===== src/rtl/nn_fixed_pkg.sv =====
// Shared fixed-point definitions for the neuron datapath.
//   QM/QN/N  : integer bits, fractional bits, accumulator guard bits
//   DATA_W   : width of x, w and bias (Q(QM).(QN))
//   ACC_W    : accumulator / pre-activation width (Q(QM+N).(QN))
//   PROD_W   : full-precision product width
//   state_t  : sequencing states of the serial MAC engine
//   sat_add  : full-width add with clamp to a signed range of a given width
package nn_fixed_pkg;

    localparam int unsigned QM     = 6;
    localparam int unsigned QN     = 10;
    localparam int unsigned N      = 2;
    localparam int unsigned DATA_W = QM + QN;
    localparam int unsigned ACC_W  = QM + QN + N;
    localparam int unsigned PROD_W = 2 * DATA_W;

    localparam logic signed [ACC_W-1:0] ACC_MAX = {1'b0, {(ACC_W-1){1'b1}}};
    localparam logic signed [ACC_W-1:0] ACC_MIN = {1'b1, {(ACC_W-1){1'b0}}};

    typedef enum logic [1:0] {
        IDLE  = 2'd0,
        ACCUM = 2'd1,
        DONE  = 2'd2
    } state_t;

    // Operands arrive sign-extended to 64 bits so the sum cannot wrap; the
    // result is clamped to the signed range of an acc_w-bit accumulator.
    function automatic logic signed [63:0] sat_add(
        input  logic signed [63:0] a,
        input  logic signed [63:0] b,
        input  int unsigned        acc_w,
        output logic               sat
    );
        logic signed [63:0] sum;
        logic signed [63:0] hi;
        logic signed [63:0] lo;
        sum = a + b;
        hi  = (64'sd1 <<< (acc_w - 1)) - 64'sd1;
        lo  = -hi - 64'sd1;
        sat = 1'b0;
        sat_add = sum;
        if (sum > hi) begin
            sat_add = hi;
            sat     = 1'b1;
        end else if (sum < lo) begin
            sat_add = lo;
            sat     = 1'b1;
        end
    endfunction

endpackage


===== src/rtl/fx_mul_rescale.sv =====
// Combinational signed fixed-point multiply with rescale back to QN fraction.
//   x, w   : signed Q.QN operands (DATA_W bits)
//   prod_c : (x*w) >>> QN, floor-rounded, 2*DATA_W-QN bits (never overflows)
module fx_mul_rescale #(
    parameter int unsigned DATA_W = 16,
    parameter int unsigned QN     = 10
) (
    input  logic [DATA_W-1:0]          x,
    input  logic [DATA_W-1:0]          w,
    output logic [2*DATA_W-QN-1:0]     prod_c
);

    localparam int unsigned PROD_W = 2 * DATA_W;

    logic signed [PROD_W-1:0] full_c;
    logic signed [PROD_W-1:0] shifted_c;

    assign full_c    = PROD_W'($signed(x)) * PROD_W'($signed(w));
    // Arithmetic shift drops the low fraction bits: rounds toward -inf.
    assign shifted_c = full_c >>> QN;
    assign prod_c    = shifted_c[PROD_W-QN-1:0];

endmodule


===== src/rtl/neuron_mac_seq.sv =====
// Sequential neuron pre-activation engine: bias + sum of NUM_TERMS x*w
// products, one MAC per cycle, saturating into a Q(QM+N).QN accumulator.
//   clk, rst             : clock, synchronous active-high reset
//   start, bias          : launch a neuron (IDLE only), bias captured with it
//   in_valid/in_ready    : x/w pair handshake
//   x, w                 : signed QM.QN activation and weight
//   out_valid/out_ready  : result handshake toward the activation stage
//   out_sum, out_sat     : pre-activation sum and sticky saturation flag
module neuron_mac_seq
    import nn_fixed_pkg::state_t, nn_fixed_pkg::IDLE, nn_fixed_pkg::ACCUM,
           nn_fixed_pkg::DONE, nn_fixed_pkg::sat_add;
#(
    parameter int unsigned N         = nn_fixed_pkg::N,
    parameter int unsigned QM        = nn_fixed_pkg::QM,
    parameter int unsigned QN        = nn_fixed_pkg::QN,
    parameter int unsigned NUM_TERMS = 4
) (
    input  logic                 clk,
    input  logic                 rst,
    input  logic                 start,
    input  logic [QM+QN-1:0]     bias,
    input  logic                 in_valid,
    output logic                 in_ready,
    input  logic [QM+QN-1:0]     x,
    input  logic [QM+QN-1:0]     w,
    output logic                 out_valid,
    input  logic                 out_ready,
    output logic [QM+QN+N-1:0]   out_sum,
    output logic                 out_sat
);

    localparam int unsigned DATA_W = QM + QN;
    localparam int unsigned ACC_W  = QM + QN + N;
    localparam int unsigned RES_W  = 2 * DATA_W - QN;
    localparam int unsigned CNT_W  = $clog2(NUM_TERMS + 1);
    localparam logic [CNT_W-1:0] LAST_IDX = CNT_W'(NUM_TERMS - 1);

    state_t             state_q, state_d;
    logic [ACC_W-1:0]   acc_q, acc_d;
    logic [CNT_W-1:0]   count_q, count_d;
    logic               sat_q, sat_d;
    logic               in_ready_q, in_ready_d;
    logic               out_valid_q, out_valid_d;
    logic               clamp_c;
    logic [RES_W-1:0]   prod_c;

    // Rescaled product of the pair currently presented.
    fx_mul_rescale #(
        .DATA_W (DATA_W),
        .QN     (QN)
    ) u_mul (
        .x      (x),
        .w      (w),
        .prod_c (prod_c)
    );

    // Next-state, datapath and handshake-flag logic.
    always_comb begin
        state_d     = state_q;
        acc_d       = acc_q;
        count_d     = count_q;
        sat_d       = sat_q;
        clamp_c     = 1'b0;
        case (state_q)
            IDLE: begin
                if (start) begin
                    acc_d   = {{N{bias[DATA_W-1]}}, bias};
                    count_d = '0;
                    sat_d   = 1'b0;
                    state_d = ACCUM;
                end
            end
            ACCUM: begin
                // in_ready is high for the whole of ACCUM, so in_valid alone
                // completes the handshake here.
                if (in_valid) begin
                    acc_d   = ACC_W'(sat_add(64'($signed(acc_q)), 64'($signed(prod_c)),
                                             ACC_W, clamp_c));
                    sat_d   = sat_q | clamp_c;
                    count_d = count_q + CNT_W'(1);
                    if (count_q == LAST_IDX) begin
                        state_d = DONE;
                    end
                end
            end
            DONE: begin
                if (out_ready) begin
                    state_d = IDLE;
                end
            end
            default: state_d = IDLE;
        endcase
        in_ready_d  = (state_d == ACCUM);
        out_valid_d = (state_d == DONE);
    end

    // State and output registers.
    always_ff @(posedge clk) begin
        if (rst) begin
            state_q     <= IDLE;
            acc_q       <= '0;
            count_q     <= '0;
            sat_q       <= 1'b0;
            in_ready_q  <= 1'b0;
            out_valid_q <= 1'b0;
        end else begin
            state_q     <= state_d;
            acc_q       <= acc_d;
            count_q     <= count_d;
            sat_q       <= sat_d;
            in_ready_q  <= in_ready_d;
            out_valid_q <= out_valid_d;
        end
    end

    assign in_ready  = in_ready_q;
    assign out_valid = out_valid_q;
    assign out_sum   = acc_q;
    assign out_sat   = sat_q;

endmodule

===== config.mk =====
export PLATFORM = sky130hd
export DESIGN_NAME = neuron_mac_seq
export DESIGN_NICKNAME = d
export VERILOG_FILES = /design/src/rtl/nn_fixed_pkg.sv /design/src/rtl/fx_mul_rescale.sv /design/src/rtl/neuron_mac_seq.sv
export SDC_FILE = /design/constraint.sdc
export NUM_CORES = 1
export LEC_CHECK = 0
export BUFFER_PORTS_ARGS = -buffer_cell sky130_fd_sc_hd__buf_4
export CORE_ASPECT_RATIO = 1.2
export CORE_UTILIZATION = 50
export CTS_BUF_LIST = sky130_fd_sc_hd__clkbuf_16
export CTS_CLUSTER_DIAMETER = 80
export DETAILED_ROUTE_END_ITERATION = 10
export PLACE_DENSITY = 0.67
export SLEW_MARGIN = 20
export SYNTH_ARGS = -nofsm -noshare
export SYNTH_HDL_FRONTEND = slang
export SYNTH_HIERARCHICAL = 1
export SYNTH_SLANG_ARGS = --single-unit

===== constraint.sdc =====
create_clock -name clk -period 16.5 [get_ports clk]
set_clock_uncertainty 0.15 [all_clocks]
set_input_delay 3.3 -clock clk [delete_from_list [all_inputs] [get_ports clk]]
set_output_delay 3.3 -clock clk [all_outputs]
set_load 0.01 [all_outputs]

==> summary.txt <==
STA
  • Worst-Margin Slew: around 0.89 ns
  • Count of final max-slew check failures: 0
  • TNS Setup: 0 ns
  • Crit path setup slack, layout: about 4.3 ns
  • Number of hold violations in the final report: 0
  • Achievable clock frequency: 0.08195 GHz
  • RSZ-0062 raised after global routing: false
  • Post-route fraction of the period consumed by the critical path: between 70 and 80%
  • Setup violations, final: 0
  • Minimum clock period after layout: between 10 and 15 ns
  • Worst rel slew slack: between 30 and 40%

Routing
  • Antenna Violating Nets Remaining: 0
  • Routed len/inst: ~16 microns
  • Number of remaining DRC errors: 0
  • Drt initial violations: between 400 and 500
  • Wire length reported by the detailed router: 28120 microns
  • Average via count per standard cell: around 5.3
  • Number of search-and-repair iterations in the first detailed-routing pass: 4
  • Total vias in the final route: 9030

Critical path
  • Required arrival time at the worst endpoint: around 17 ns
  • Most numerous cell on the critical path: sky130_fd_sc_hd__fa_1
  • Nature of the critical path endpoint: register
  • Maximum fanout along the worst path: 14
  • Reg-to-Reg Start: out_sum[0]
  • Depth of the most critical reg-to-reg path: 12
  • Worst path arrival time: approximately 12 ns
  • Worst reg2reg path endpoint: out_sum[1]
  • Startpoint-to-endpoint class of the critical path: input pin to register
  • Startpoint type of the worst setup path: input pin
  • Crit-path slowest cell: sky130_fd_sc_hd__o21ai_1
  • Internal reg-to-reg setup slack: about 12 ns
  • Max incr delay on CP: about 0.74 ns

CTS
  • Num Clock Sinks: 26
  • Clock-pin slew on the worst setup and hold paths: around 0.070 ns
  • Number of buffers inserted to repair setup after CTS: 0
  • Post-cts sizing count: 0
  • H-tree levels: 1
  • Max Buffers Root-to-Sink: 2
  • Cts bufs inserted: 3
  • CTS tree: done
  • Hold_buf cts: 0
  • Worst-skew pair later-pin latency: around 0.26 ns
  • Root cell of the clock tree: sky130_fd_sc_hd__clkbuf_16

Min path
  • Endpoint of the worst hold path: count_q[1]
  • Start point of the worst min-delay path: count_q[1]
  • Number of cells on the worst hold path: 2
  • Worst hold path class: register to register

Synthesis
  • Flop and latch count out of synthesis: 26
  • Post-synthesis sequential area ratio: under 10%
  • Distinct cell type count of the synthesized netlist: between 70 and 80
  • Post-synthesis instance area: approximately 12000 sq um
  • Count of flip-flops with a built-in enable after synthesis: 0
  • Count of synthesis-stage warnings from yosys: 6
  • Number of instances in the synthesized netlist: between 1000 and 1500
  • Avg Inst Size Synth: slightly below 9 sq um
  • Prevailing post-synth register cell: sky130_fd_sc_hd__dfxtp_1
  • Net Count, Synth: 1785
  • Proportion of register bits with asynchronous set or reset after synthesis: 0%

GRT
  • Global-route wire length before repair: ~48000 microns
  • Aggregate global routing overflow: 0
  • Global-route total usage across every layer: 24.71%
  • Number of antenna violations at the first check in global routing: 0
  • Number of global-route vias before repair: 9268
  • Pin count of the biggest net entering global routing: 26

Floorplan
  • Core box area: ~23000 sq um
  • Floorplan die width: roughly 140 microns
  • Count of boundary I/O pins: 74
  • Count of standard-cell rows: 61
  • Die Area: about 25000 sq um
  • Height of the die: approximately 170 microns
  • Initial Util: 51.42%

Finish
  • Antenna diode count: 0
  • # nets final: approximately 1800
  • Post-layout util: between 50% and 60%
  • Layout cell share with drive strength beyond 1: about 7.4%
  • Layout-stage area growth over the synthesis result: 6.636%

Placed design
  • PortBufs: 73
  • Half-perimeter wire length after detailed placement: 23450 microns
  • Worst slack, placed: 4.149 ns
  • Placer congestion estimate: 0.8865

Run
  • Number of violations of the max-capacitance limit: 0

Status
  • Run status: finished, final reports clean
layout make-up:
type	instances	area (sq um)
Sequential cell	26	520.5
Inverter	306	1149
Multi-Input combinational cell	990	10150
Fill cell	2206	10580
Timing Repair Buffer	74	555.5
Clock buffer	3	75.07
Tap cell	315	394.1
through the flow:
stage,std cells,cell area (sq um),hold slack [ns]
floorplan,1367,12050,0.2856
global placement,1711,12770,0.2922
detailed placement,1711,12770,0.3021
CTS,1714,12850,0.3109
global route,1714,12850,0.3207
finish,1714,12850,0.3121
logic make-up after synthesis:
| kind of cell | synth area share [%] |
|---|---|
| xor+xnor | 3.115 |
| flops | 4.320 |
| simple gates | 17.39 |
| mux | 0.08308 |
| compound gates | 9.460 |
| fa+ha+maj | 54.23 |
| buf+inv | 11.40 |
cell usage in the layout, fill, tap and decap left out, types with 13 or more instances in the layout:
master                    count
sky130_fd_sc_hd__a21oi_1     49
sky130_fd_sc_hd__and2_1     125
sky130_fd_sc_hd__buf_4       74
sky130_fd_sc_hd__dfxtp_1     26
sky130_fd_sc_hd__fa_1       262
sky130_fd_sc_hd__ha_1       103
sky130_fd_sc_hd__inv_1      306
sky130_fd_sc_hd__nand2_1    154
sky130_fd_sc_hd__nor2_1      49
sky130_fd_sc_hd__nor3_1      15
sky130_fd_sc_hd__o21ai_0     33
sky130_fd_sc_hd__xnor2_1     28
sky130_fd_sc_hd__xor2_1      13
sequential cells by signal, summed over array words and instances, names as in the netlist:
register and flops:
out_sum 18, count_q 3, state_q 2, in_ready 1, out_sat 1, out_valid 1
cell usage after synthesis (5+ instances only):
cell	n	area, sq um
sky130_fd_sc_hd__fa_1	262	5245
sky130_fd_sc_hd__a31oi_1	6	37.54
sky130_fd_sc_hd__dfxtp_1	26	520.5
sky130_fd_sc_hd__o22ai_1	8	50.05
sky130_fd_sc_hd__xor2_1	13	113.9
sky130_fd_sc_hd__o21a_1	7	52.55
sky130_fd_sc_hd__nor2_1	49	183.9
sky130_fd_sc_hd__xnor2_1	28	245.2
sky130_fd_sc_hd__a21oi_1	49	245.2
sky130_fd_sc_hd__and2_1	125	782.0
sky130_fd_sc_hd__buf_6	5	56.30
sky130_fd_sc_hd__or3_1	5	31.28
sky130_fd_sc_hd__and3_1	6	37.54
sky130_fd_sc_hd__a22oi_1	5	37.54
sky130_fd_sc_hd__a21o_1	11	82.58
sky130_fd_sc_hd__nand3_1	9	45.04
sky130_fd_sc_hd__nand2b_1	7	43.79
sky130_fd_sc_hd__o21ai_1	6	30.03
sky130_fd_sc_hd__o21ai_0	33	165.2
sky130_fd_sc_hd__clkbuf_1	36	135.1
sky130_fd_sc_hd__nand2_1	154	578.1
sky130_fd_sc_hd__nor2b_1	5	31.28
sky130_fd_sc_hd__o211ai_1	5	37.54
sky130_fd_sc_hd__nand4_1	7	43.79
sky130_fd_sc_hd__inv_1	306	1149
sky130_fd_sc_hd__nor3_1	15	75.07
sky130_fd_sc_hd__ha_1	103	1289
sky130_fd_sc_hd__a211oi_1	8	60.06
worst max-delay path: cells and delay by family:
family	cells	cell delay, ns
adders and majority gates	8	3.86
buffers and inverters	4	0.70
and+or+nand+nor	10	2.01
AOI/OAI and AO/OA	6	2.01
xor gates and xnor gates	2	0.32
worst max path at each step:
stage	slack, ns	startpoint	endpoint
2_1_floorplan	5.34	x[15]	out_sum[9]
6_report	4.30	w[15]	out_sum[1]
3_3_place_gp	4.30	w[1]	out_sum[1]
5_1_grt	3.91	w[1]	out_sum[1]
3_5_place_dp	4.15	w[15]	out_sum[1]
4_1_cts	4.39	w[15]	out_sum[1]
layer usage:
layer	global-route usage, %	routed length, microns	vias up
met1	35.19	12680	4526
met4	4.117	285	0
met2	42.04	13960	223
met5	0	0	-
li1	-	-	4260
met3	1.551	1198	21
Power is not shown: default switching activity piles up to over one toggle a cycle in this logic, so the estimate is an artifact.
